### src/rtl/ps2_rx_decoder_if.sv
// ps2_rx_decoder_if: PS/2 line inputs and decoded byte/key outputs of the host receiver.
interface ps2_rx_decoder_if;
  logic       ps2_clk;
  logic       ps2_dat;
  logic [7:0] byte_data;
  logic       byte_valid;
  logic       parity_err;
  logic       frame_err;
  logic [7:0] key_code;
  logic       key_ext;
  logic       key_make;
  logic       key_break;
  modport master (
    output ps2_clk, ps2_dat,
    input  byte_data, byte_valid, parity_err, frame_err, key_code, key_ext, key_make, key_break
  );
  modport slave (
    input  ps2_clk, ps2_dat,
    output byte_data, byte_valid, parity_err, frame_err, key_code, key_ext, key_make, key_break
  );
endinterface

### src/rtl/ps2_rx_decoder.sv
// ps2_rx_decoder: deframes PS/2 device-to-host frames and folds E0/F0 prefixes into key events.
module ps2_rx_decoder #(
  parameter int TIMEOUT_CYCLES = 50000
) (
  input logic             CLOCK_50,
  input logic             Resetn,
  ps2_rx_decoder_if.slave bus
);
  localparam int TW = $clog2(TIMEOUT_CYCLES);
  typedef enum logic [1:0] {IDLE, DATA, PARITY, STOP} state_t;
  state_t          r_state, w_state;
  logic [2:0]      r_clk_sync;
  logic [1:0]      r_dat_sync;
  logic [7:0]      r_shreg, w_shreg;
  logic [2:0]      r_bitcnt, w_bitcnt;
  logic            r_par, w_par;
  logic [TW-1:0]   r_tcnt, w_tcnt;
  logic            w_valid, w_perr, w_ferr;
  logic            w_fall, w_dat;
  logic [7:0]      r_byte_data, r_key_code;
  logic            r_byte_valid, r_parity_err, r_frame_err;
  logic            r_key_ext, r_key_make, r_key_break, r_ext_pend, r_brk_pend;
  logic            w_is_e0, w_is_f0, w_key_ev, w_err;
  // bit 0/1 form the synchronizer, bit 2 holds the previous synchronized level
  assign w_fall = r_clk_sync[2] & ~r_clk_sync[1];
  assign w_dat  = r_dat_sync[1];
  always_comb begin
    w_state  = r_state;
    w_shreg  = r_shreg;
    w_bitcnt = r_bitcnt;
    w_par    = r_par;
    w_tcnt   = (w_fall || r_state == IDLE) ? '0 : r_tcnt + 1'b1;
    w_valid  = 1'b0;
    w_perr   = 1'b0;
    w_ferr   = 1'b0;
    if (w_fall)
      case (r_state)
        IDLE: if (!w_dat) begin
          w_shreg  = '0;
          w_bitcnt = '0;
          w_state  = DATA;
        end
        DATA: begin
          w_shreg  = {w_dat, r_shreg[7:1]};
          w_bitcnt = r_bitcnt + 1'b1;
          w_state  = (r_bitcnt == 3'd7) ? PARITY : DATA;
        end
        PARITY: begin
          w_par   = w_dat;
          w_state = STOP;
        end
        STOP: begin
          w_ferr  = !w_dat;
          w_perr  = w_dat && !(^{r_shreg, r_par});
          w_valid = w_dat && (^{r_shreg, r_par});
          w_state = IDLE;
        end
      endcase
    else if (r_state != IDLE && r_tcnt == TW'(TIMEOUT_CYCLES - 1)) begin
      w_state = IDLE;
      w_ferr  = 1'b1;
      w_tcnt  = '0;
    end
  end
  always_ff @(posedge CLOCK_50 or negedge Resetn)
    if (!Resetn) begin
      r_clk_sync   <= '1;
      r_dat_sync   <= '1;
      r_state      <= IDLE;
      r_shreg      <= '0;
      r_bitcnt     <= '0;
      r_par        <= 1'b0;
      r_tcnt       <= '0;
      r_byte_data  <= '0;
      r_byte_valid <= 1'b0;
      r_parity_err <= 1'b0;
      r_frame_err  <= 1'b0;
    end else begin
      r_clk_sync   <= {r_clk_sync[1:0], bus.ps2_clk};
      r_dat_sync   <= {r_dat_sync[0], bus.ps2_dat};
      r_state      <= w_state;
      r_shreg      <= w_shreg;
      r_bitcnt     <= w_bitcnt;
      r_par        <= w_par;
      r_tcnt       <= w_tcnt;
      r_byte_data  <= w_valid ? r_shreg : r_byte_data;
      r_byte_valid <= w_valid;
      r_parity_err <= w_perr;
      r_frame_err  <= w_ferr;
    end
  assign w_is_e0  = r_byte_valid && r_byte_data == 8'hE0;
  assign w_is_f0  = r_byte_valid && r_byte_data == 8'hF0;
  assign w_key_ev = r_byte_valid && !w_is_e0 && !w_is_f0;
  assign w_err    = r_parity_err | r_frame_err;
  always_ff @(posedge CLOCK_50 or negedge Resetn)
    if (!Resetn) begin
      r_ext_pend  <= 1'b0;
      r_brk_pend  <= 1'b0;
      r_key_code  <= '0;
      r_key_ext   <= 1'b0;
      r_key_make  <= 1'b0;
      r_key_break <= 1'b0;
    end else begin
      r_ext_pend  <= (w_err || w_key_ev) ? 1'b0 : (w_is_e0 ? 1'b1 : r_ext_pend);
      r_brk_pend  <= (w_err || w_key_ev) ? 1'b0 : (w_is_f0 ? 1'b1 : r_brk_pend);
      r_key_make  <= w_key_ev && !r_brk_pend;
      r_key_break <= w_key_ev && r_brk_pend;
      r_key_code  <= w_key_ev ? r_byte_data : r_key_code;
      r_key_ext   <= w_key_ev ? r_ext_pend : r_key_ext;
    end
  assign bus.byte_data  = r_byte_data;
  assign bus.byte_valid = r_byte_valid;
  assign bus.parity_err = r_parity_err;
  assign bus.frame_err  = r_frame_err;
  assign bus.key_code   = r_key_code;
  assign bus.key_ext    = r_key_ext;
  assign bus.key_make   = r_key_make;
  assign bus.key_break  = r_key_break;
endmodule

### src/flat_wrapper.sv
// flat-port wrapper written by rule: the top's interface ports become plain ports
module ps2_rx_decoder_flat 
#(
  parameter int TIMEOUT_CYCLES = 50000
)
  (CLOCK_50, Resetn, bus_ps2_clk, bus_ps2_dat, bus_byte_data, bus_byte_valid, bus_parity_err, bus_frame_err, bus_key_code, bus_key_ext, bus_key_make, bus_key_break);
  ps2_rx_decoder_if bus_i ();
  input logic CLOCK_50;
  input logic Resetn;
  input wire logic [$bits(bus_i.ps2_clk)-1:0] bus_ps2_clk;
  input wire logic [$bits(bus_i.ps2_dat)-1:0] bus_ps2_dat;
  output wire logic [$bits(bus_i.byte_data)-1:0] bus_byte_data;
  output wire logic [$bits(bus_i.byte_valid)-1:0] bus_byte_valid;
  output wire logic [$bits(bus_i.parity_err)-1:0] bus_parity_err;
  output wire logic [$bits(bus_i.frame_err)-1:0] bus_frame_err;
  output wire logic [$bits(bus_i.key_code)-1:0] bus_key_code;
  output wire logic [$bits(bus_i.key_ext)-1:0] bus_key_ext;
  output wire logic [$bits(bus_i.key_make)-1:0] bus_key_make;
  output wire logic [$bits(bus_i.key_break)-1:0] bus_key_break;
  assign bus_i.ps2_clk = bus_ps2_clk;
  assign bus_i.ps2_dat = bus_ps2_dat;
  assign bus_byte_data = bus_i.byte_data;
  assign bus_byte_valid = bus_i.byte_valid;
  assign bus_parity_err = bus_i.parity_err;
  assign bus_frame_err = bus_i.frame_err;
  assign bus_key_code = bus_i.key_code;
  assign bus_key_ext = bus_i.key_ext;
  assign bus_key_make = bus_i.key_make;
  assign bus_key_break = bus_i.key_break;
  ps2_rx_decoder #(.TIMEOUT_CYCLES(TIMEOUT_CYCLES)) u_core (.CLOCK_50(CLOCK_50), .Resetn(Resetn), .bus(bus_i));
endmodule
### config.mk
export PLATFORM = sky130hd
export DESIGN_NAME = ps2_rx_decoder_flat
export DESIGN_NICKNAME = d
export VERILOG_FILES = /design/src/rtl/ps2_rx_decoder_if.sv /design/src/rtl/ps2_rx_decoder.sv /design/src/flat_wrapper.sv
export SDC_FILE = /design/constraint.sdc
export NUM_CORES = 1
export LEC_CHECK = 0
export CELL_PAD_IN_SITES_DETAIL_PLACEMENT = 0
export CELL_PAD_IN_SITES_GLOBAL_PLACEMENT = 1
export CORE_ASPECT_RATIO = 0.6
export CORE_MARGIN = 8
export CORE_UTILIZATION = 44
export DETAILED_ROUTE_END_ITERATION = 8
export PLACE_DENSITY_LB_ADDON = 0.2
export SYNTH_ARGS = -nofsm -noshare
export SYNTH_HDL_FRONTEND = slang
export SYNTH_SLANG_ARGS = --single-unit
### constraint.sdc
create_clock -name CLOCK_50 -period 2.3 [get_ports CLOCK_50]
set_input_delay 0.345 -clock CLOCK_50 [delete_from_list [all_inputs] [get_ports CLOCK_50]]
set_output_delay 0.345 -clock CLOCK_50 [all_outputs]
set_load 0.01 [all_outputs]
==> results.md, run 1 <==
- Status: complete, no violations
- Most frequent cells in the layout: 54 x dfrtp_1, 45 x nand2_1, 24 x clkdlybuf4s50_1, 19 x nor2_1
- Insertion delay to the later sink of the worst-skew pair: 0.33 ns
- Core area: 5623 sq um
- Max IR drop VDD: 384.3 uV
- Internal power: 0.001653 W
- Syn. warnings: 0
- Fin crit share: 87.29%
- Row Count: 21
- Hold Path Class: in -> async
- # fillers: 524
- Beginning of the critical path: u_core.r_shreg[4]
- Largest net degree at the start of global routing: 60
- CTS Root Buffer Type: clkbuf_8
- Clock power frac: 36.9%
- Top FF cell, synth: dfrtp_1
- Vias: 1759
- Max Slew Vio Count: 0
- Synthesized instance count: 233
- CTS clock-pin slew for the worst setup and hold paths: 0.06 ns
- Grt ovf: 0
- Die Area: 8636 sq um
- Final min period: 2.008 ns
- Sw frac: 24.98%
- Unique masters post-synth: 40
- Worst R2R Path Depth: 4
- Hold Buf Count CTS: 0
- Die height: 75.26 um
- DP HPWL: 3426 um
- Via-to-Cell Ratio: 5.011
- Postcts setup bufs: 0
- Data arrival, critical path: 2.21 ns
- # diodes: 0
- Post-synthesis cell area: 2575 sq um
- H-tree levels: 3
- GR Util All Layers: 12.89%
- Synth Register Bits: 59
- CP Class: reg -> reg
- Slew margin rel.: 51.17%
- Initial antenna violation count: 0
- Sequential share of power: 52.3%
- Net Switching: 0.0005503 W
- Final Instance Area: 3093 sq um
- Routability Congestion: 0.7941
- Asr flop ratio synth: 100.0%
- First-pass GRT wire length: 8514 um
- Worst Max-Slew Pin Slew: 0.7324 ns
- Critical path required time: 2.51 ns
- Share of cells above drive strength 1: 13.65%
- Setup_tns: 0 ns
- Max Cap Viol: 0
- Post-layout nets: 273
- Fmax: 0.4981 GHz
- Number of DRC markers in iteration 0: 81
- Max clock buf depth: 2
- Worst Setup End Kind: flip-flop
- CTS tree: done
- Top-Level Pins: 26
- Final Total Pwr: 0.002203 W
- IO Port Bufs: 25
- WL/cell: 13.93 um
- Crit Path Max Fanout: 9
- Average cell area after synthesis: 11.05 sq um
- Remaining DRCs: 0
- Reg2reg start: u_core.r_shreg[4]
- Remaining antenna violation count: 0
- Syn nets: 240
- Commonest non-fill, non-tap cell in the layout: dfrtp_1
- Register area share after synthesis: 57.58%
- Critical Path Source Type: flip-flop
- Endpoints failing setup: 0
- Placed Area: 2920 sq um
- Clk_skew: 0.004659 ns
- Post_cts resized: 0
- Clock tree sinks: 59
- Vias in the first global route: 1654
- DR pass1 iterations: 4
- Power density cells: 712.3 nW/um^2
- Min Hold Slack: 0.1571 ns
- Initial Utilization: 45.79%
- RSZ-0062 raised after global routing: false
- EDFF count, synth: 0
- Final hold viol count: 0
- Combinational Power Share: 10.7%
- Leakage power: 1.360 nW
- DRT Wirelength: 4888 um
- Die W: 114.8 um
- Area grow syn2layout: 20.12%
- Cts bufs inserted: 9
## layout make-up
| type | count | area (sq um) | share of cell area (%) |
|---|---|---|---|
| sequential | 59 | 1483 | 47.94 |
| multi-input combinational | 161 | 1036 | 33.49 |
| timing repair buffer | 30 | 282.8 | 9.142 |
| inverter | 5 | 18.77 | 0.6068 |
| clock buffer | 14 | 162.7 | 5.259 |
| tap | 80 | 100.1 | 3.236 |
| clock inverter | 2 | 10.01 | 0.3236 |
## flip-flops by register name, summed over array words and instances (netlist names), 2 cells and up
name,flops
u_core.r_shreg,8
u_core.bus.byte_data,8
u_core.r_tcnt,16
u_core.r_bitcnt,3
u_core.bus.key_code,8
u_core.r_dat_sync,2
u_core.r_state,2
u_core.r_clk_sync,3
## worst paths after layout
path                                            to  slack [ns]
max in group asynchronous         u_core.r_tcnt[7]        1.65
min                              u_core.r_shreg[2]        0.16
min in group CLOCK_50         u_core.r_clk_sync[1]        0.35
min reg2reg                   u_core.r_clk_sync[1]        0.35
max                        u_core.bus.byte_data[4]        0.29
max reg2reg                u_core.bus.byte_data[4]        0.29
## power groups by stage
| stage | combinational (W) | sequential [W] | clock, W |
|---|---|---|---|
| after floorplan | 0.000184 | 0.00115 | 0 |
| after global routing | 0.000274 | 0.00116 | 0.000883 |
| after CTS | 0.000242 | 0.00115 | 0.000847 |
| after global placement | 0.000239 | 0.00117 | 0 |
| final | 0.000236 | 0.00115 | 0.000814 |
| after detailed placement | 0.000239 | 0.00117 | 0 |
## cell usage after synthesis (2+ instances only)
cell	number	area [sq um]
dfrtp_1	54	1351
nand2_1	45	168.9
nor2_1	19	71.32
o21ai_0	11	55.05
mux2_2	9	101.4
xnor2_1	8	70.07
a21oi_1	7	35.03
xor2_1	7	61.31
clkbuf_1	6	22.52
nand3_1	6	30.03
dfstp_2	5	131.4
inv_1	5	18.77
nand4_1	5	31.28
nand4b_1	4	35.03
and4_1	3	26.28
ha_1	3	37.54
nor4_1	3	18.77
o31ai_1	3	22.52
and2_1	2	12.51
and3_1	2	12.51
buf_4	2	15.01
nand2b_1	2	12.51
o211ai_1	2	15.01
or3_1	2	12.51
or4_1	2	15.01
xnor3_1	2	45.04
## worst max-delay path, stage by stage (launching register included)
cell,delay [ns]
dfrtp_1,0.41
xor2_1,0.18
xnor3_1,0.48
mux2i_4,0.43
mux2_2,0.38
## per-layer routing
layer  routed length (um)  up-vias  GRT usage [%]  part of all wire [%]
met5                    0        -              0                     0
met4                   51        0          4.769                   1.0
met3                  255        6          4.404                   5.2
met2                 1678       29          16.01                    34
met1                 2903      844          19.49                    59
li1                     -      880              -                     -
## cell families after synthesis
kind of cell	count (synthesis)	synth area share (%)
xor+xnor	17	6.851
buf+inv	13	2.186
mux	11	5.248
compound gates	28	6.948
fa+ha+maj	3	1.458
flops	59	57.58
simple gates	102	19.73
## metrics by stage
step	cells	utilization, %	worst slack [ns]
2_1_floorplan	233	-	0.4435
3_3_place_gp	335	51.94	0.3313
3_5_place_dp	335	51.94	0.2991
4_1_cts	351	55.01	0.2909
5_1_grt	351	55.01	0.1912
6_report	351	55.01	0.2922
Note: power is estimated with default switching activity, not from simulation.
==> inputs of run 2 (changes only) <==
--- a/config.mk
+++ b/config.mk
@@ -8,7 +8,6 @@
 export CELL_PAD_IN_SITES_DETAIL_PLACEMENT = 0
 export CELL_PAD_IN_SITES_GLOBAL_PLACEMENT = 1
 export CORE_ASPECT_RATIO = 0.6
-export CORE_MARGIN = 8
 export CORE_UTILIZATION = 44
 export DETAILED_ROUTE_END_ITERATION = 8
 export PLACE_DENSITY_LB_ADDON = 0.2
==> run 2 against run 1 <==
Effect of this change: core utilization rose by 1.3 points; highest routed layer unchanged; critical path type unchanged; cell area rose by 1.9%; total power rose by 7.5%; largest cell class unchanged.
==> results.md, run 2 (synthesis gave the netlist of run 1 again) <==
- Register bank with the most flops: u_core.r_tcnt
- CP Class: reg -> reg
- Vias: 1736 (-1.3%)
- Reg2reg start: u_core.r_shreg[4]
- CTS Root Buffer Type: clkbuf_8
- Placed Area: 2928 sq um (+0.26%)
- DP HPWL: 3441 um (+0.45%)
- WL/cell: 13.73 um (-1.4%)
- Vias in the first global route: 1515 (-8.4%)
- Worst R2R Path Depth: 4 (unchanged)
- Final min period: 1.981 ns (-0.02648 ns)
- Power density cells: 752.0 nW/um^2 (+5.6%)
- Data arrival, critical path: 2.19 ns (-0.02 ns)
- IO Port Bufs: 25 (unchanged)
- Die height: 61.26 um (-19%)
- Remaining antenna violation count: 0 (unchanged)
- CP max stage delay: 0.47 ns (about the same)
- Post-layout nets: 275 (+0.73%)
- Number of DRC markers in iteration 0: 123 (+52%)
- Number of buffers and inverters on the critical path: 0 (unchanged)
- Most frequent cells in the layout: 54 x dfrtp_1, 45 x nand2_1, 24 x clkdlybuf4s50_1, 19 x nor2_1, 12 x clkbuf_8
- Hold Crit Endpoint: u_core.r_dat_sync[1]
- Status: complete, no violations
- Grt ovf: 0 (unchanged)
- DP Worst Slack: 0.3133 ns (+0.01416 ns)
- Worst Max-Slew Pin Slew: 0.5108 ns (-0.2216 ns)
- Fin crit share: 86.14% (-1.2 points)
- Remaining DRCs: 0 (unchanged)
- Commonest non-fill, non-tap cell in the layout: dfrtp_1
- Area grow syn2layout: 22.35%
- DRT Wirelength: 4846 um (-0.86%)
- Max IR drop VDD: 383.0 uV (-0.34%)
- Final Instance Area: 3151 sq um (+1.9%)
- Worst Setup End Kind: flip-flop
- CTS tree: done
- Top-Level Pins: 26 (unchanged)
- Max clock buf depth: 2 (unchanged)
- Setup_tns: 0 ns (unchanged)
- Worst-path cell chain: xor2_1, xnor3_1, mux2i_4, mux2_2
- Critical Path Source Type: flip-flop
- Worst path slowest cell: xnor3_1
- Die W: 100.8 um (-12%)
- Leakage power: 1.387 nW (+2.0%)
- Flip-flop count of the largest register after layout: 16 (unchanged)
- Share of cells above drive strength 1: 15.02% (+1.4 points)
- DR pass1 iterations: 4 (unchanged)
- Via-to-Cell Ratio: 4.918 (-1.9%)
- # diodes: 0 (unchanged)
- Clock tree sinks: 59 (unchanged)
- Hold depth: 0
- Critical path required time: 2.51 ns (about the same)
- H-tree levels: 3 (unchanged)
- RSZ-0062 raised after global routing: false
- Crit Path Max Fanout: 9 (unchanged)
- Post-Place Cells: 336 (+0.30%)
- Endpoints failing setup: 0 (unchanged)
- Initial antenna violation count: 0 (unchanged)
- Fmax: 0.5047 GHz (+1.3%)
- Largest net degree at the start of global routing: 23 (-62%)
- CTS clock-pin slew for the worst setup and hold paths: 0.06 ns (about the same)
- Top delay family on crit path: multiplexers
- Die Area: 6172 sq um (-29%)
- Reg2reg end: u_core.bus.byte_data[5]
- Cts bufs inserted: 9 (unchanged)
- Clk_skew: 0.009696 ns (+0.005037 ns)
- Final hold viol count: 0 (unchanged)
- Hold Path Class: reg -> reg
- Routability Congestion: 0.7463 (-6.0%)
- Core area: 5597 sq um (-0.47%)
- Insertion delay to the later sink of the worst-skew pair: 0.33 ns (about the same)
- Initial Utilization: 46.01% (+0.21 points)
- GR Util All Layers: 18.30% (+5.4 points)
- Row Count: 21 (unchanged)
- Critical hold path startpoint: u_core.r_dat_sync[0]
- Final WS setup: 0.3187 ns (+0.02648 ns)
- Max Slew Vio Count: 0 (unchanged)
- CP Depth: 4 (unchanged)
- Final non-filler cell total: 353 (+0.57%)
- Slew margin rel.: 65.95% (+15 points)
- Post_cts resized: 0 (unchanged)
- Max Cap Viol: 0 (unchanged)
- Min Hold Slack: 0.3567 ns (+0.1996 ns)
- First-pass GRT wire length: 8038 um (-5.6%)
- Flop2flop setup slack: 0.32 ns (+0.03 ns)
[run 2: changes by cell type in the layout (fill, tap and decap cells not counted), sizes merged]
cell / previous run / this run
buf: 6 / 7
bufinv: 0 / 1
clkbuf: 14 / 12
clkinvlp: 0 / 1
dlygate4sd3: 0 / 1
[run 2: worst register-to-register path, delay by kind of cell, from the launching register on]
family	cells	cell delay, ns
multiplexers	2	0.80
flip-flops	1	0.41
XOR/XNOR	2	0.65
[run 2: worst max path at each step]
stage	startpoint	endpoint
detailed placement	u_core.r_shreg[4]	u_core.bus.byte_data[5]
global placement	u_core.r_shreg[4]	u_core.bus.byte_data[4]
global route	u_core.r_shreg[4]	u_core.bus.byte_data[6]
CTS	u_core.r_shreg[4]	u_core.bus.byte_data[5]
finish	u_core.r_shreg[4]	u_core.bus.byte_data[5]
floorplan	u_core.r_shreg[4]	u_core.bus.byte_data[0]
[run 2: cell type report]
| cell class | instances | area [sq um] |
|---|---|---|
| fillers | 505 | 2446 |
| multi-input cells | 161 | 1036 |
| well taps | 80 | 100.1 |
| flip-flops and latches | 59 | 1483 |
| inverters | 5 | 18.77 |
| clock buffers | 12 | 165.2 |
| clock inverters | 4 | 47.55 |
| repair buffers | 32 | 300.3 |
[run 2: timing repair]
action                                 4_1_cts  5_1_grt
endpoints found under the hold margin       17        0
buffers inserted                             0        0
setup endpoints to repair                    0        0
hold buffers                                 1        0
[run 2: through the flow]
stage          utilization (%)  power (W)
2_1_floorplan                -   0.001337
3_3_place_gp             52.31   0.001410
3_5_place_dp             52.31   0.001414
4_1_cts                  56.29   0.002412
5_1_grt                  56.29   0.002500
6_report                 56.29   0.002369
[run 2: where the power goes]
group	internal (W)	total [W]	switching (W)
sequential	0.00110	0.00115	0.0000562
combinational	0.000110	0.000239	0.000129
clock	0.000585	0.000978	0.000393
total	0.00179	0.00237	0.000578
[run 2: per-layer routing]
layer	up-vias	share of wire [%]	GRT usage (%)
met1	816	60	29.38
met5	-	0	0
li1	884	-	-
met2	34	36	20.55
met4	0	0.43	7.453
met3	2	4.1	7.264
==> inputs of run 3 (changes only) <==
--- a/config.mk
+++ b/config.mk
@@ -11,6 +11,7 @@
 export CORE_UTILIZATION = 44
 export DETAILED_ROUTE_END_ITERATION = 8
 export PLACE_DENSITY_LB_ADDON = 0.2
+export SLEW_MARGIN = 20
 export SYNTH_ARGS = -nofsm -noshare
 export SYNTH_HDL_FRONTEND = slang
 export SYNTH_SLANG_ARGS = --single-unit
==> results of run 3 <==
Final layout, timing and power as in run 2 (identical DEF).
